==> src/rtl/note_sequencer.sv <==
// note_sequencer
// ---------------------------------------------------------------------------
// Plays a run-time programmable sequence of notes as a 1-bit square wave.
// Each memory entry holds {half-period, duration in tempo ticks, last flag}.
// A half-period of 0 is a rest. Playback runs IDLE -> LOAD -> PLAY per note,
// with optional looping back to entry 0 at the end of the sequence.
//
// Ports:
//   clk       system clock, rising edge
//   reset     synchronous, active-high; clears state and outputs (not memory)
//   start     begin playback at entry 0 (only honoured in IDLE)
//   stop      abort playback; wins over start
//   loop_en   sampled at sequence end: 1 = restart at entry 0, 0 = finish
//   wr_en     note memory write strobe
//   wr_addr   entry written
//   wr_hp     half-period in clocks (0 = rest)
//   wr_dur    duration in ticks (0 behaves as 1)
//   wr_last   entry terminates the sequence
//   tone_out  square wave to speaker mux
//   busy      high in LOAD and PLAY
//   done      one-cycle pulse on natural completion
//   note_idx  entry currently loaded/playing
// ---------------------------------------------------------------------------
module note_sequencer #(
  parameter int CLK_HZ  = 50000000,
  parameter int TICK_HZ = 8,
  parameter int DEPTH   = 16,
  parameter int HP_W    = 20,
  parameter int DUR_W   = 4,
  localparam int AW     = $clog2(DEPTH)
) (
  input  logic             clk,
  input  logic             reset,
  input  logic             start,
  input  logic             stop,
  input  logic             loop_en,
  input  logic             wr_en,
  input  logic [AW-1:0]    wr_addr,
  input  logic [HP_W-1:0]  wr_hp,
  input  logic [DUR_W-1:0] wr_dur,
  input  logic             wr_last,
  output logic             tone_out,
  output logic             busy,
  output logic             done,
  output logic [AW-1:0]    note_idx
);

  localparam int TICK_DIV = CLK_HZ / TICK_HZ;
  localparam int TW       = (TICK_DIV > 1) ? $clog2(TICK_DIV) : 1;
  localparam int MW       = HP_W + DUR_W + 1;

  typedef enum logic [1:0] {
    ST_IDLE = 2'd0,
    ST_LOAD = 2'd1,
    ST_PLAY = 2'd2
  } state_t;

  // Memory word layout: {hp, dur, last}
  logic [MW-1:0]    mem_r [DEPTH];
  logic [MW-1:0]    rd_word_s;

  state_t           state_r;
  logic [HP_W-1:0]  hp_r;
  logic [DUR_W-1:0] dur_r;
  logic             last_r;
  logic [TW-1:0]    tick_cnt_r;
  logic [DUR_W-1:0] dur_cnt_r;
  logic [HP_W-1:0]  phase_r;

  logic [DUR_W-1:0] dur_eff_s;
  logic             tick_wrap_s;
  logic             note_end_s;
  logic             seq_end_s;
  logic             phase_wrap_s;

  // Combinational read at the current index; a write landing on the LOAD
  // edge is therefore not seen until that entry's next LOAD.
  assign rd_word_s    = mem_r[note_idx];

  assign dur_eff_s    = (dur_r == {DUR_W{1'b0}}) ? DUR_W'(1) : dur_r;
  assign tick_wrap_s  = (tick_cnt_r == TW'(TICK_DIV - 1));
  // Last PLAY cycle of the note: the tick wraps onto the final duration count.
  assign note_end_s   = tick_wrap_s && (dur_cnt_r == (dur_eff_s - DUR_W'(1)));
  // Sequence ends on an explicit last flag or on the final memory entry.
  assign seq_end_s    = last_r || (note_idx == AW'(DEPTH - 1));
  assign phase_wrap_s = (phase_r == (hp_r - HP_W'(1)));

  // Note memory write port; intentionally not cleared by reset.
  always_ff @(posedge clk) begin
    if (wr_en) begin
      mem_r[wr_addr] <= {wr_hp, wr_dur, wr_last};
    end
  end

  // Playback FSM, tempo/duration/phase counters and registered outputs.
  always_ff @(posedge clk) begin
    if (reset) begin
      state_r    <= ST_IDLE;
      hp_r       <= {HP_W{1'b0}};
      dur_r      <= {DUR_W{1'b0}};
      last_r     <= 1'b0;
      tick_cnt_r <= {TW{1'b0}};
      dur_cnt_r  <= {DUR_W{1'b0}};
      phase_r    <= {HP_W{1'b0}};
      tone_out   <= 1'b0;
      busy       <= 1'b0;
      done       <= 1'b0;
      note_idx   <= {AW{1'b0}};
    end else if (stop) begin
      state_r    <= ST_IDLE;
      tick_cnt_r <= {TW{1'b0}};
      dur_cnt_r  <= {DUR_W{1'b0}};
      phase_r    <= {HP_W{1'b0}};
      tone_out   <= 1'b0;
      busy       <= 1'b0;
      done       <= 1'b0;
      note_idx   <= {AW{1'b0}};
    end else begin
      done <= 1'b0;
      case (state_r)
        ST_IDLE: begin
          tone_out <= 1'b0;
          if (start) begin
            note_idx <= {AW{1'b0}};
            busy     <= 1'b1;
            state_r  <= ST_LOAD;
          end
        end

        ST_LOAD: begin
          hp_r       <= rd_word_s[MW-1 -: HP_W];
          dur_r      <= rd_word_s[DUR_W:1];
          last_r     <= rd_word_s[0];
          tick_cnt_r <= {TW{1'b0}};
          dur_cnt_r  <= {DUR_W{1'b0}};
          phase_r    <= {HP_W{1'b0}};
          tone_out   <= 1'b0;
          busy       <= 1'b1;
          state_r    <= ST_PLAY;
        end

        ST_PLAY: begin
          if (note_end_s) begin
            tick_cnt_r <= {TW{1'b0}};
            dur_cnt_r  <= {DUR_W{1'b0}};
            phase_r    <= {HP_W{1'b0}};
            tone_out   <= 1'b0;
            if (!seq_end_s) begin
              note_idx <= note_idx + AW'(1);
              state_r  <= ST_LOAD;
            end else if (loop_en) begin
              note_idx <= {AW{1'b0}};
              state_r  <= ST_LOAD;
            end else begin
              busy    <= 1'b0;
              done    <= 1'b1;
              state_r <= ST_IDLE;
            end
          end else begin
            if (tick_wrap_s) begin
              tick_cnt_r <= {TW{1'b0}};
              dur_cnt_r  <= dur_cnt_r + DUR_W'(1);
            end else begin
              tick_cnt_r <= tick_cnt_r + TW'(1);
            end
            // Rest notes keep the output low and the phase counter idle.
            if (hp_r != {HP_W{1'b0}}) begin
              if (phase_wrap_s) begin
                phase_r  <= {HP_W{1'b0}};
                tone_out <= ~tone_out;
              end else begin
                phase_r  <= phase_r + HP_W'(1);
              end
            end else begin
              phase_r  <= {HP_W{1'b0}};
              tone_out <= 1'b0;
            end
          end
        end

        default: begin
          state_r  <= ST_IDLE;
          tone_out <= 1'b0;
          busy     <= 1'b0;
        end
      endcase
    end
  end

endmodule

==> config.mk <==
export PLATFORM = sky130hd
export DESIGN_NAME = note_sequencer
export DESIGN_NICKNAME = d
export VERILOG_FILES = /design/src/rtl/note_sequencer.sv
export SDC_FILE = /design/constraint.sdc
export NUM_CORES = 1
export LEC_CHECK = 0
export ABC_AREA = 1
export BUFFER_PORTS_ARGS = -buffer_cell sky130_fd_sc_hd__buf_2
export CORE_ASPECT_RATIO = 2
export CORE_MARGIN = 3
export CORE_UTILIZATION = 37
export DETAILED_ROUTE_END_ITERATION = 6
export PLACE_DENSITY_LB_ADDON = 0.3
export SLEW_MARGIN = 0
export SYNTH_ARGS = -nofsm -noshare
export SYNTH_HDL_FRONTEND = slang
export SYNTH_SLANG_ARGS = --single-unit
==> constraint.sdc <==
create_clock -name clk -period 2.15 [get_ports clk]
set_clock_uncertainty 0.1 [all_clocks]
set_input_delay 0.1075 -clock clk [delete_from_list [all_inputs] [get_ports clk]]
set_output_delay 0.1075 -clock clk [all_outputs]
set_load 0.005 [all_outputs]
[After elaboration in Yosys (flattened, before gate mapping)]
Memory sizes are Yosys's and may differ from the RTL's. A register that Yosys moved wholly into a read port is not among the register bits.
Index checks and enable logic that the tools add are counted.
Word-level totals
  register bits: 56
  bits in writable memories: 400
  bits of input ports: 35
  output and inout bits: 7
  logic and storage cells: 77
  memories kept: 1
Operators by class
  $add $sub $neg: 6
  equal/unequal tests: 12
  muxes and demuxes: 29
  bitwise logic cells: 6
  reduce and logical (&&, ||, !) cells: 15
Memories
  mem_r: words 16, bits a word 25, read ports 1, clocked after memory_dff 1, write ports 1, line 59  | logic [MW-1:0] mem_r [DEPTH];
Operators with widths (number)
  2-to-1 mux 20 bit: 3
  2-to-1 mux 23 bit: 2
  one-hot mux 23 bit (2 select lines): 1
  one-hot mux 20 bit (2 select lines): 1
  2-to-1 mux 4 bit: 7
  adder 23 x 1 -> 23 bit (second input constant): 1
  == test 23 bit (second input constant): 1
  adder 20 x 1 -> 20 bit (second input constant): 1
  == test 20 bit: 1
  nonzero test 20 bit: 1
  subtractor 20 x 1 -> 20 bit (second input constant): 1
  one-hot mux 4 bit (2 select lines): 2
  OR reduction 5 bit: 2
  2-to-1 mux 1 bit: 9
  adder 4 x 1 -> 4 bit (second input constant): 2
  inequality test 2 bit (second input constant): 4
  AND reduction 4 bit: 2
  inequality test 3 bit (second input constant): 2
  NOT 1 bit: 6
  one-hot mux 2 bit (3 select lines): 1
  AND reduction 2 bit: 3
  == test 4 bit: 1
  == test 4 bit (second input constant): 1
  zero test 4 bit: 1
  10 further kinds: 12

[Longest topological paths before layout]
Gate-level depths: netlist (run 1).
  depth in word-level cells: 7
  depth in mapped cells: 15
  mapped depth without buffers: 15

[Worst setup path after synthesis (run 1)]
No wires, ideal clock.
  path type: reg-to-reg
  start: register state_r[0]
  end: register tick_cnt_r[21]
  setup time: 0.120 ns
  arrival: 1.870 ns
  data required time: 1.930 ns
  setup slack: 0.060 ns
  stages on the path, launching flop included: 15
  buffers on the path: 1
  period minus slack after synthesis: 2.090 ns
  cells stage by stage: dfxtp_1 > inv_1 > ha_1 > buf_4 > nand2_1 > nor2_1 > inv_2 > nor2_2 > nand3_2 > nor2_4 > nand3_2 > nor2_2 > nand3_1 > nor2_1 > nor3b_2
On the way
  cells in the longest elaborated chain, start to end: 2
  elaborated cells on any way between the ends: 4
  those cells by class: eq/ne (2); mux (1); reduce/logical (1)
Ends and longest elaborated chain
  start, declared: line 62  | state_t state_r;
  start signal, assigned: line 98  | state_r <= ST_IDLE;
  start signal, assigned: line 110  | state_r <= ST_IDLE;
  start signal, assigned: line 126  | state_r <= ST_LOAD;
  == test 2 bit / == test 2 x 1 -> 1 bit (equally long branches): line 120  | case (state_r)
  one-hot mux 23 bit (2 select lines) / nonzero test 2 bit (equally long branches)
  end signal, assigned: line 111  | tick_cnt_r <= {TW{1'b0}};
  end signal, assigned: line 134  | tick_cnt_r <= {TW{1'b0}};
  end signal, assigned: line 144  | tick_cnt_r <= {TW{1'b0}};
  end, declared: line 66  | logic [TW-1:0] tick_cnt_r;
Several ways; a longest one is shown, not always the timed one.
A chain may end at the register's enable or synchronous reset.

[Worst setup path in the final report (run 1)]
  start: register dur_r[1]
  end: register note_idx[2]
On the way
  cells in the longest elaborated chain, start to end: 7
Ends and longest elaborated chain
  start, declared: line 64  | logic [DUR_W-1:0] dur_r;
  start signal, assigned: line 100  | dur_r <= {DUR_W{1'b0}};
  start signal, assigned: line 132  | dur_r <= rd_word_s[DUR_W:1];
  zero test 4 bit: line 80  | assign dur_eff_s = (dur_r == {DUR_W{1'b0}}) ? DUR_W'(1) : dur_r;
  2-to-1 mux 4 bit *: line 80
  subtractor 4 x 1 -> 4 bit *: line 83  | assign note_end_s = tick_wrap_s && (dur_cnt_r == (dur_eff_s - DUR_W'(1)));
  == test 4 bit *: line 83
  logical AND 1 bit *: line 83
  inequality test 2 bit (no source line) *
  AND reduction 4 bit (no source line) *
  end signal, assigned: line 108  | note_idx <= {AW{1'b0}};
  end signal, assigned: line 117  | note_idx <= {AW{1'b0}};
  end signal, assigned: line 124  | note_idx <= {AW{1'b0}};
  end, declared: line 45  | output logic [AW-1:0] note_idx
Mark *: on every way between the ends. The rest lies on a longest branch, timed or not.

==> results of run 1 <==
[per-layer routing]
| metal | vias to the layer above | GRT usage | routed length, um |
|---|---|---|---|
| met1 | 7353 | 0.219 | 21000 |
| met3 | 145 | 0.0217 | 2670 |
| met4 | 0 | 0.0788 | 2490 |
| met2 | 464 | 0.363 | 31400 |
| li1 | 6841 | - | - |
| met5 | - | 0 | 0 |
[state kept, by name, summed over array words and instances (netlist names)]
name        count
mem_r         400
tick_cnt_r     23
hp_r           20
phase_r        20
dur_cnt_r       4
dur_r           4
note_idx        4
state_r         2
busy            1
done            1
last_r          1
tone_out        1
[metrics by stage]
stage                     total power [uW]  hold WS (ns)  utilization
after floorplan                      11700         0.106            -
after global placement               12300         0.348        0.411
after detailed placement             12400         0.353        0.411
after CTS                            19800        0.0132        0.442
after global routing                 20400       0.00250        0.447
final                                19700       -0.0138        0.447
[synthesized netlist by cell type, types with 11 or more instances]
master | instances | area [um^2]
o221ai_1 | 50 | 438
dfxtp_1 | 81 | 1620
nand3_1 | 75 | 375
a21oi_1 | 155 | 776
a221oi_1 | 52 | 455
nor2_1 | 212 | 796
nand2_2 | 19 | 119
inv_1 | 88 | 330
xor2_1 | 27 | 236
nor4_1 | 26 | 163
nor2_2 | 11 | 68.8
nand2_1 | 268 | 1010
o21ai_0 | 144 | 721
edfxtp_1 | 400 | 12000
nor3_1 | 16 | 80.1
nand4_1 | 13 | 81.3
buf_2 | 16 | 80.1
clkbuf_1 | 72 | 270
[logic make-up after synthesis]
logic type | share of synthesized area
flops | 0.665
xor+xnor | 0.0166
fa+ha+maj | 0.00611
buf+inv | 0.0383
simple gates | 0.147
compound gates | 0.127
[worst register-to-register path, stage by stage (launching register included)]
cell	delay, ns
dfxtp_2	0.33
nor2_4	0.11
nand2_2	0.06
nand2_2	0.06
inv_2	0.05
ha_4	0.26
xor2_1	0.14
nand3_1	0.10
nor2_2	0.15
nand2_4	0.10
nand2_4	0.10
nand3_4	0.12
o21ai_1	0.17
nor3b_2	0.19
[how the worst min path moves through the flow]
stage	from	end	slack, ns	cells after the start
6_report	stop	tick_cnt_r[4]	-0.01	5
5_1_grt	stop	tick_cnt_r[7]	0.003	5
4_1_cts	stop	tick_cnt_r[4]	0.01	5
3_5_place_dp	busy	busy	0.35	2
3_3_place_gp	tick_cnt_r[17]	tick_cnt_r[17]	0.35	2
2_1_floorplan	wr_last	mem_r[0][0]	0.11	0
[final cells by class]
type | instances | share of cell area
clock buffer | 65 | 0.0492
clock inverter | 13 | 0.00492
inverter | 99 | 0.0154
multi-input combinational | 1148 | 0.265
sequential | 481 | 0.559
tap | 738 | 0.0378
timing repair buffer | 171 | 0.0682
[power by group through the flow]
stage	logic, uW	registers (uW)	clock network (uW)
after floorplan	1120	10600	0
after CTS	1870	10400	7540
after detailed placement	1800	10600	0
final	1940	10400	7400
after global placement	1750	10600	0
after global routing	2140	10400	7880
[repair_timing]
action                     in CTS  in global routing
buffers inserted                1                  2
hold buffers                   31                  0
hold endpoints to repair      436                  0
gates cloned                    0                  1
pin swaps                       6                 26
resized for setup              18                 73
setup endpoints to repair      26                 41
==> metrics.md, run 1 <==
| Metric | Value |
|---|---|
| Clock tree root buffer cell | clkbuf_16 |
| Non-Filler Instances | 2,715 |
| Avg Vias per Cell | 5.45 |
| Worst setup margin | 0.0301 ns |
| Crit path time final | 2.12 ns |
| Lkg Pwr | 0.00842 uW |
| Max-slew violation count | 0 |
| DRC | 0 |
| Hold Slack | -0.0138 ns |
| #FFs+latches synth | 481 |
| Critical path destination | note_idx[2] |
| First-pass GRT wire length | 86,500 um |
| Required time worst endpoint | 2.54 ns |
| HPWL Detailed | 35,000 um |
| Critical Path End Type | flop |
| Worst R2R End | note_idx[2] |
| Iteration count of the initial detailed-routing pass | 6 |
| WP buf/inv | 1 |
| Clk pin slew, worst setup/hold paths | 0.07 ns |
| # fillers | 4,901 |
| Setup slack, reg-to-reg | 0.03 ns |
| CP max FO | 8 |
| Setup TNS Final | 0 ns |
| Dpl cells | 2,602 |
| VDD IR max | 0.000485 V |
| Initial antenna violation count | 1 |
| ANT nets after route | 0 |
| Vias in the first global route | 14,800 |
| Sequential Area | 13,700 um^2 |
| Nets | 1,988 |
| DP Worst Slack | -0.157 ns |
| Io pins | 42 |
| WP data arrival | 2.51 ns |
| Max stage delay on crit path | 0.33 ns |
| Comb pwr share | 0.098 |
| Final period util | 0.986 |
| First DRT Iteration DRCs | 1,223 |
| Max Root-Sink Buffers | 3 |
| Area used by multi-input combinational logic | 6490 um^2 |
| CP delay by family, top | simple AND/OR/NAND/NOR gates |
| Htree depth | 2 |
| Net Sw Power | 4810 uW |
| Net Sw Frac | 0.243 |
| Routed Wire Length | 57,600 um |
| Wire per inst | 21.2 um |
| Layout cells sized above 1 | 0.179 |
| Global placer's final weighted congestion | 0.807 |
| Final hold vios | 4 |
| Port Buf Inserts | 41 |
| Slew at the pin with the worst max-slew slack | 0.507 ns |
| Number of distinct library cells after synthesis | 46 |
| R2R depth | 13 |
| Final setup violation count | 0 |
| Most used flip-flop cell after synthesis | edfxtp_1 |
| Total power density per cell area | 808 nW/um^2 |
| Commonest non-fill, non-tap cell in the layout | edfxtp_1 |
| Dpl cell area | 22,500 um^2 |
| Clock Power Share | 0.375 |
| DR vias | 14,800 |
| Sinks on the clock net | 481 |
| Cells after Synth | 1,828 |
| FF-to-FF Start | dur_r[1] |
| WP depth | 13 |
| Final instance area | 24,400 um^2 |
| Seq/Total Area, Yosys | 0.665 |
| Achievable clock frequency | 0.472 GHz |
| Die area | 58,400 um^2 |
| Internal power | 14,900 uW |
| Die W | 172 um |
| Slew margin rel. | 0.658 |
| Global Route Usage Sum | 0.194 |
| Post-synth EDFFs | 400 |
| Clock latency on the worst-skew pair | 0.57 ns |
| Status | finished with violations |
| Initial Util | 0.375 |
| Row cnt | 121 |
| CTS tree | built |
| HP Class | in2reg |
| Die height | 339 um |
| Total of max-cap violations | 0 |
| Syn_nets | 1,873 |
| Syn_area_per_cell | 11.2 um^2 |
| Failing checks | negative hold slack |
| Most frequent cells in the layout | edfxtp_1 (400), nand2_1 (261), nor2_1 (177) |
| Diode count | 0 |
| Global route total overflow | 0 |
| TritonCTS Buffers | 42 |
| RSZ-0062 raised after global routing | true |
| Seq pwr share | 0.527 |
| Worst setup SP type | flop |
| Critical path type | reg2reg |
| Worst Setup SP | dur_r[1] |
| Largest net degree at the start of global routing | 72 |
| Synth Warn # | 0 |
| Post-Synthesis Cell Area | 20,500 um^2 |
| Share of flip-flops with an asynchronous set or reset | 0 |
| Area Overhead vs Synth | 19.2% |
| Crit-path cells | nor2_4 > nand2_2 > nand2_2 > inv_2 > ha_4 > xor2_1 > nand3_1 > nor2_2 > nand2_4 > nand2_4 > nand3_4 > o21ai_1 > nor3b_2 |
| Slowest CP cell | dfxtp_2 |
| Core Region | 54,700 um^2 |
Power figures use the tool's default switching activity.
==> run 2: changes to the inputs <==
--- a/config.mk
+++ b/config.mk
@@ -10,6 +10,7 @@
 export CORE_ASPECT_RATIO = 2
 export CORE_MARGIN = 3
 export CORE_UTILIZATION = 37
+export CTS_BUF_LIST = sky130_fd_sc_hd__clkbuf_8
 export DETAILED_ROUTE_END_ITERATION = 6
 export PLACE_DENSITY_LB_ADDON = 0.3
 export SLEW_MARGIN = 0
==> run 2 against run 1 <==
Against the previous run: the run now ends clean; hold slack improved by 0.17 ns; first-iteration DRC count grew 5.4%; clock power shrank 8.6%; combinational power is 6% higher; critical endpoint unchanged; highest routed layer unchanged.
==> metrics.md, run 2 (same netlist as run 1, synthesis figures left out) <==
| Metric | Value |
|---|---|
| Routed Wire Length | 58,300 um (+1.2%) |
| Sinks on the clock net | 481 (unchanged) |
| CP max FO | 8 (unchanged) |
| Slew at the pin with the worst max-slew slack | 0.500 ns (-0.00707 ns) |
| Global Route Usage Sum | 0.196 (+0.00188) |
| Crit path time final | 2.15 ns (+0.0293 ns) |
| Worst setup SP type | flop |
| Die W | 172 um (unchanged) |
| Area Overhead vs Synth | 20.1% |
| # fillers | 4,908 (+0.14%) |
| First DRT Iteration DRCs | 1,289 (+5.4%) |
| Global placer's final weighted congestion | 0.807 (unchanged) |
| ANT nets after route | 0 (unchanged) |
| Layout cells sized above 1 | 0.206 (+0.0272) |
| Final hold vios | 0 (-4) |
| Lkg Pwr | 0.00854 uW (+1.4%) |
| Setup slack, reg-to-reg | 0.0008 ns (-0.03 ns) |
| WP data arrival | 2.56 ns (+0.05 ns) |
| Iteration count of the initial detailed-routing pass | 5 (-1) |
| Row cnt | 121 (unchanged) |
| CTS tree | built |
| Sequential Area | 13,700 um^2 (about the same) |
| Pwr Total | 19,200 uW (-2.7%) |
| Critical Path End Type | flop |
| Largest net degree at the start of global routing | 72 (unchanged) |
| Io pins | 42 (unchanged) |
| Required time worst endpoint | 2.56 ns (+0.02 ns) |
| Biggest regs | mem_r: 400 flops, tick_cnt_r: 23 flops |
| Global route total overflow | 0 (unchanged) |
| Initial antenna violation count | 2 (+1) |
| Port Buf Inserts | 41 (unchanged) |
| DR vias | 15,000 (+1.4%) |
| Final instance area | 24,600 um^2 (+0.74%) |
| Post-layout util | 0.450 (+0.00330) |
| Most frequent cells in the layout | edfxtp_1 (400), nand2_1 (246), nor2_1 (173) |
| Htree depth | 3 (+1) |
| DRC | 0 (unchanged) |
| Vias in the first global route | 15,100 (+2.0%) |
| Clk pin slew, worst setup/hold paths | 0.07 ns (about the same) |
| Total power density per cell area | 781 nW/um^2 (-3.4%) |
| Dpl cells | 2,602 (unchanged) |
| First-pass GRT wire length | 86,900 um (+0.46%) |
| Commonest non-fill, non-tap cell in the layout | edfxtp_1 |
| HPWL Detailed | 35,000 um (unchanged) |
| Die area | 58,400 um^2 (unchanged) |
| Largest register by flop count | mem_r |
| Final period util | 1.00 (+0.0136) |
| Final setup violation count | 0 (unchanged) |
| Non-Filler Instances | 2,766 (+1.9%) |
| VDD IR max | 0.000343 V (-29%) |
| Core Region | 54,700 um^2 (unchanged) |
| Hold Slack | 0.158 ns (+0.172 ns) |
| Achievable clock frequency | 0.465 GHz (-1.4%) |
| HP Class | in2reg |
| Status | finished, final reports clean |
| Critical path type | reg2reg |
| Slew margin rel. | 0.663 (+0.00476) |
| Avg Vias per Cell | 5.43 (-0.49%) |
| TritonCTS Buffers | 68 (+62%) |
| Max FFs per register | 400 (unchanged) |
| Clock tree root buffer cell | clkbuf_8 |
| Wire per inst | 21.1 um (-0.68%) |
| Initial Util | 0.375 (unchanged) |
| RSZ-0062 raised after global routing | true |
| Max-slew violation count | 0 (unchanged) |
| Total of max-cap violations | 0 (unchanged) |
| Nets | 2,020 (+1.6%) |
| Area used by multi-input combinational logic | 6660 um^2 (+2.6%) |
| Max Root-Sink Buffers | 3 (unchanged) |
| Dpl cell area | 22,500 um^2 (unchanged) |
| Clock latency on the worst-skew pair | 0.65 ns (+0.08 ns) |
| Die height | 339 um (unchanged) |
## run 2: cell types whose count changed in the layout (fill, tap and decap cells not counted), sizes merged
| cell | before | now |
|---|---|---|
| buf | 140 | 145 |
| inv | 96 | 112 |
| clkbuf | 65 | 73 |
| diode | 0 | 1 |
| clkinv | 13 | 31 |
| clkinvlp | 2 | 5 |
## run 2: path summary, 6_finish.rpt
path                                        to            from  cells past startpoint
worst max register to register     note_idx[2]        dur_r[2]                     13
worst min-delay path              mem_r[7][23]           wr_en                      5
worst max-delay path               note_idx[2]        dur_r[2]                     13
worst min register to register  tick_cnt_r[17]  tick_cnt_r[17]                      2
## run 2: metrics by stage
step | setup TNS [ns] | setup WS [ns]
3_3_place_gp | -1.46 | -0.0965
3_5_place_dp | -2.05 | -0.157
6_report | 0 | 0.000783
2_1_floorplan | 0 | 0.0604
4_1_cts | -0.0317 | -0.0162
5_1_grt | -1.61 | -0.141
## run 2: critical path, stage by stage (launching register included)
cell and delay [ns]:
dfxtp_4 0.36, nor2_4 0.10, nand2_2 0.06, nand2_2 0.07
inv_2 0.05, ha_4 0.25, xor2_1 0.14, nand3_1 0.10
nor2_2 0.15, nand2_4 0.10, nand2_4 0.10, nand3_4 0.12
nor3_1 0.24, nor3b_2 0.08
## run 2: final cells by class
type | instances | area share
Antenna cell | 1 | 0.000102
Clock buffer | 72 | 0.0403
Clock inverter | 50 | 0.0105
Inverter | 99 | 0.0155
Multi-Input combinational cell | 1148 | 0.270
Sequential cell | 481 | 0.555
Tap cell | 738 | 0.0375
Timing Repair Buffer | 177 | 0.0706
## run 2: per-layer routing
layer  wire length [um]  part of all wire  vias up  GRT usage
li1                   -                 -     6924          -
met1              21000              0.36     7398      0.215
met2              31900              0.55      531      0.367
met3               2930             0.050      154     0.0275
met4               2460             0.042        0     0.0847
met5                  0                 0        -          0
## run 2: where the power goes
group | switching, uW | leakage [uW] | internal [uW] | total, uW
logic | 1370 | 0.00356 | 689 | 2060
clock network | 3500 | 0.000700 | 3260 | 6760
registers | 111 | 0.00428 | 10300 | 10400
## run 2: what timing repair did
| item | 4_1_cts | 5_1_grt |
|---|---|---|
| setup endpoints to repair | 26 | 41 |
| gates cloned | 0 | 2 |
| endpoints found under the hold margin | 464 | 0 |
| hold buffers | 31 | 0 |
| pin swaps | 13 | 40 |
| buffers inserted | 2 | 6 |
| gates resized for setup | 24 | 119 |
==> run 3: changes to the inputs <==
--- a/config.mk
+++ b/config.mk
@@ -9,11 +9,11 @@
 export BUFFER_PORTS_ARGS = -buffer_cell sky130_fd_sc_hd__buf_2
 export CORE_ASPECT_RATIO = 2
 export CORE_MARGIN = 3
-export CORE_UTILIZATION = 37
+export CORE_UTILIZATION = 25
 export CTS_BUF_LIST = sky130_fd_sc_hd__clkbuf_8
 export DETAILED_ROUTE_END_ITERATION = 6
 export PLACE_DENSITY_LB_ADDON = 0.3
-export SLEW_MARGIN = 0
+export SLEW_MARGIN = 20
 export SYNTH_ARGS = -nofsm -noshare
 export SYNTH_HDL_FRONTEND = slang
 export SYNTH_SLANG_ARGS = --single-unit
==> run 3 against run 2 <==
Against the previous run: the flow now finishes with violations (negative setup slack); non-clock buffer count increased by 31; design area increased by 2.5%; global-route usage decreased by 5.3 points; via count decreased by 0.62%; register-to-register slack got worse by 0.04 ns; sequential share of layout area decreased by 1.4 points; fmax decreased by 1.8%; die area increased by 47%; worst setup slack got worse by 0.040 ns; clock power increased by 5.5%; first-iteration DRC count decreased by 31%; critical path type unchanged; largest cell class unchanged.
==> metrics.md, run 3 (same netlist as run 1, synthesis figures left out) <==
| Metric | Value |
|---|---|
| Nets | 2,053 (+1.6%) |
| Initial Util | 0.254 (-0.121) |
| Routed Wire Length | 62,400 um (+7.1%) |
| Failing checks | negative setup slack |
| Worst setup SP type | flop |
| Internal power | 14,400 uW (+1.4%) |
| Status | finished with violations |
| Total of max-cap violations | 0 (unchanged) |
| Net Sw Frac | 0.262 (+0.00246) |
| HP Class | in2reg |
| Setup TNS Final | -0.399 ns (-0.399 ns) |
| Clk pin slew, worst setup/hold paths | 0.07 ns (about the same) |
| Hold Slack | 0.0558 ns (-0.102 ns) |
| Final period util | 1.02 (+0.0187) |
| Die height | 411 um (+21%) |
| CTS tree | built |
| Max-slew violation count | 0 (unchanged) |
| Final instance area | 25,200 um^2 (+2.5%) |
| First DRT Iteration DRCs | 888 (-31%) |
| Htree depth | 3 (unchanged) |
| Final hold vios | 0 (unchanged) |
| Worst R2R End | phase_r[0] |
| Largest net degree at the start of global routing | 65 (-9.7%) |
| Lkg Pwr | 0.00876 uW (+2.5%) |
| Port Buf Inserts | 41 (unchanged) |
| Global placer's final weighted congestion | 0.775 (-3.9%) |
| Hold EP | mem_r[2][0] |
| Area Overhead vs Synth | 23.1% |
| Biggest regs | mem_r: 400 flops, tick_cnt_r: 23 flops |
| Global Route Usage Sum | 0.143 (-0.0530) |
| Sinks on the clock net | 481 (unchanged) |
| Max FFs per register | 400 (unchanged) |
| Io pins | 42 (unchanged) |
| Commonest non-fill, non-tap cell in the layout | edfxtp_1 |
| # fillers | 8,065 (+64%) |
| Die W | 208 um (+21%) |
| Vias in the first global route | 15,600 (+2.9%) |
| HPWL Detailed | 39,000 um (+12%) |
| Largest register by flop count | mem_r |
| Avg Vias per Cell | 4.80 (-12%) |
| Total power density per cell area | 775 nW/um^2 (-0.74%) |
| DR vias | 14,900 (-0.62%) |
| Slew at the pin with the worst max-slew slack | 0.537 ns (+0.0366 ns) |
| Sequential Area | 13,700 um^2 (about the same) |
| FF-to-FF Start | dur_r[2] |
| Row cnt | 147 (+21%) |
| Required time worst endpoint | 2.60 ns (+0.04 ns) |
| Net Sw Power | 5120 uW (+2.7%) |
| Clock latency on the worst-skew pair | 0.68 ns (+0.03 ns) |
| Iteration count of the initial detailed-routing pass | 5 (unchanged) |
| First-pass GRT wire length | 93,500 um (+7.6%) |
| Clock tree root buffer cell | clkbuf_8 |
| Die area | 85,600 um^2 (+47%) |
| Dpl cell area | 23,000 um^2 (+2.6%) |
| TritonCTS Buffers | 70 (+2.9%) |
| Achievable clock frequency | 0.457 GHz (-1.8%) |
| ANT nets after route | 0 (unchanged) |
| Seq pwr share | 0.532 (-0.009) |
| Clock Power Share | 0.365 (+0.013) |
| Area used by multi-input combinational logic | 6590 um^2 (-1.1%) |
| Critical path type | reg2reg |
| Initial antenna violation count | 2 (unchanged) |
| Pwr Total | 19,500 uW (+1.7%) |
| Setup slack, reg-to-reg | -0.04 ns (-0.04 ns) |
| Most frequent cells in the layout | edfxtp_1 (400), nand2_1 (257), nor2_1 (176) |
| Worst setup margin | -0.0395 ns (-0.0403 ns) |
| DRC | 0 (unchanged) |
| VDD IR max | 0.000357 V (+4.3%) |
| Global route total overflow | 0 (unchanged) |
| Worst Hold Path Cells | 3 (-2) |
| Core Region | 80,700 um^2 (+48%) |
| CP max FO | 12 (+4) |
| Crit path time final | 2.19 ns (+0.0403 ns) |
| Min-delay src | wr_en |
| Layout cells sized above 1 | 0.216 (+0.00949) |
| Comb pwr share | 0.104 (-0.003) |
| Slew margin rel. | 0.640 (-0.0231) |
| Wire per inst | 20.1 um (-4.7%) |
| Final setup violation count | 24 (+24) |
| WP data arrival | 2.64 ns (+0.08 ns) |
| Critical Path End Type | flop |
| R2R depth | 15 (+2) |
| RSZ-0062 raised after global routing | true |
| Max Root-Sink Buffers | 3 (unchanged) |
[run 3: changes by cell type in the layout (fill, tap and decap cells not counted), moves of 4 or more]
cell      change
dfxtp_1       +7
nand2_1      +11
o21ai_0       +4
dfxtp_2       -6
nand2_4       -9
clkinv_1      -5
o21ai_1       -9
buf_4        +28
inv_1         +5
o21ai_2       +6
[run 3: power by group through the flow]
stage	clock (uW)	combinational [uW]	sequential (uW)
after floorplan	0	1120	10600
after global placement	0	1830	10600
after detailed placement	0	1870	10600
after CTS	7360	1940	10400
after global routing	7730	2240	10400
final	7130	2020	10400
[run 3: final cells by class]
class                   count  share of cell area
flip-flops and latches    481               0.541
multi-input cells        1148               0.261
repair buffers            208              0.0783
well taps                1043              0.0517
clock buffers              70              0.0382
inverters                  99              0.0149
clock inverters            57              0.0142
diodes                      2            0.000198
[run 3: stage by stage]
| step | setup slack, ns | utilization | instances |
|---|---|---|---|
| final | -0.0395 | 0.312 | 3108 |
| after global routing | -0.176 | 0.312 | 3107 |
| after CTS | -0.0926 | 0.307 | 3094 |
| after detailed placement | -0.174 | 0.285 | 2933 |
| after global placement | -0.212 | 0.285 | 2933 |
| after floorplan | 0.0604 | - | 1828 |
[run 3: worst max path at each step]
stage                           from              to  slack [ns]  depth (start not counted)
after floorplan           state_r[0]  tick_cnt_r[21]        0.06                         14
after global placement      dur_r[1]      phase_r[2]       -0.21                         14
after detailed placement    dur_r[1]      phase_r[2]       -0.17                         14
after CTS                   dur_r[2]     phase_r[13]       -0.09                         15
after global routing        dur_r[2]     phase_r[17]       -0.18                         15
final                       dur_r[2]      phase_r[0]       -0.04                         15
[run 3: critical path: stages (launching register included)]
cell and delay (ns):
dfxtp_2 0.34, nor2_4 0.11, nand2_2 0.05, nand2_2 0.07
inv_2 0.05, ha_4 0.25, xor2_1 0.13, nand3_1 0.12
nor2_2 0.17, nand2_4 0.10, buf_4 0.16, nand3_2 0.07
buf_12 0.15, nor2_1 0.05, nand2_1 0.08, a21oi_1 0.06
[run 3: metal layers]
metal	global-route usage	wire (um)	vias to the layer above	share of wire
met3	0.0214	2290	146	0.037
li1	-	-	6975	-
met2	0.275	34700	364	0.56
met1	0.150	22700	7429	0.36
met4	0.0691	2720	0	0.044
met5	0	0	-	0
[run 3: what timing repair did]
item | in CTS | in global routing
pin swaps | 10 | 31
hold buffers | 31 | 0
setup buffers | 3 | 12
endpoints found under the hold margin | 486 | 0
gates resized for setup | 31 | 84
endpoints found under the setup margin | 35 | 44
gates cloned | 0 | 1
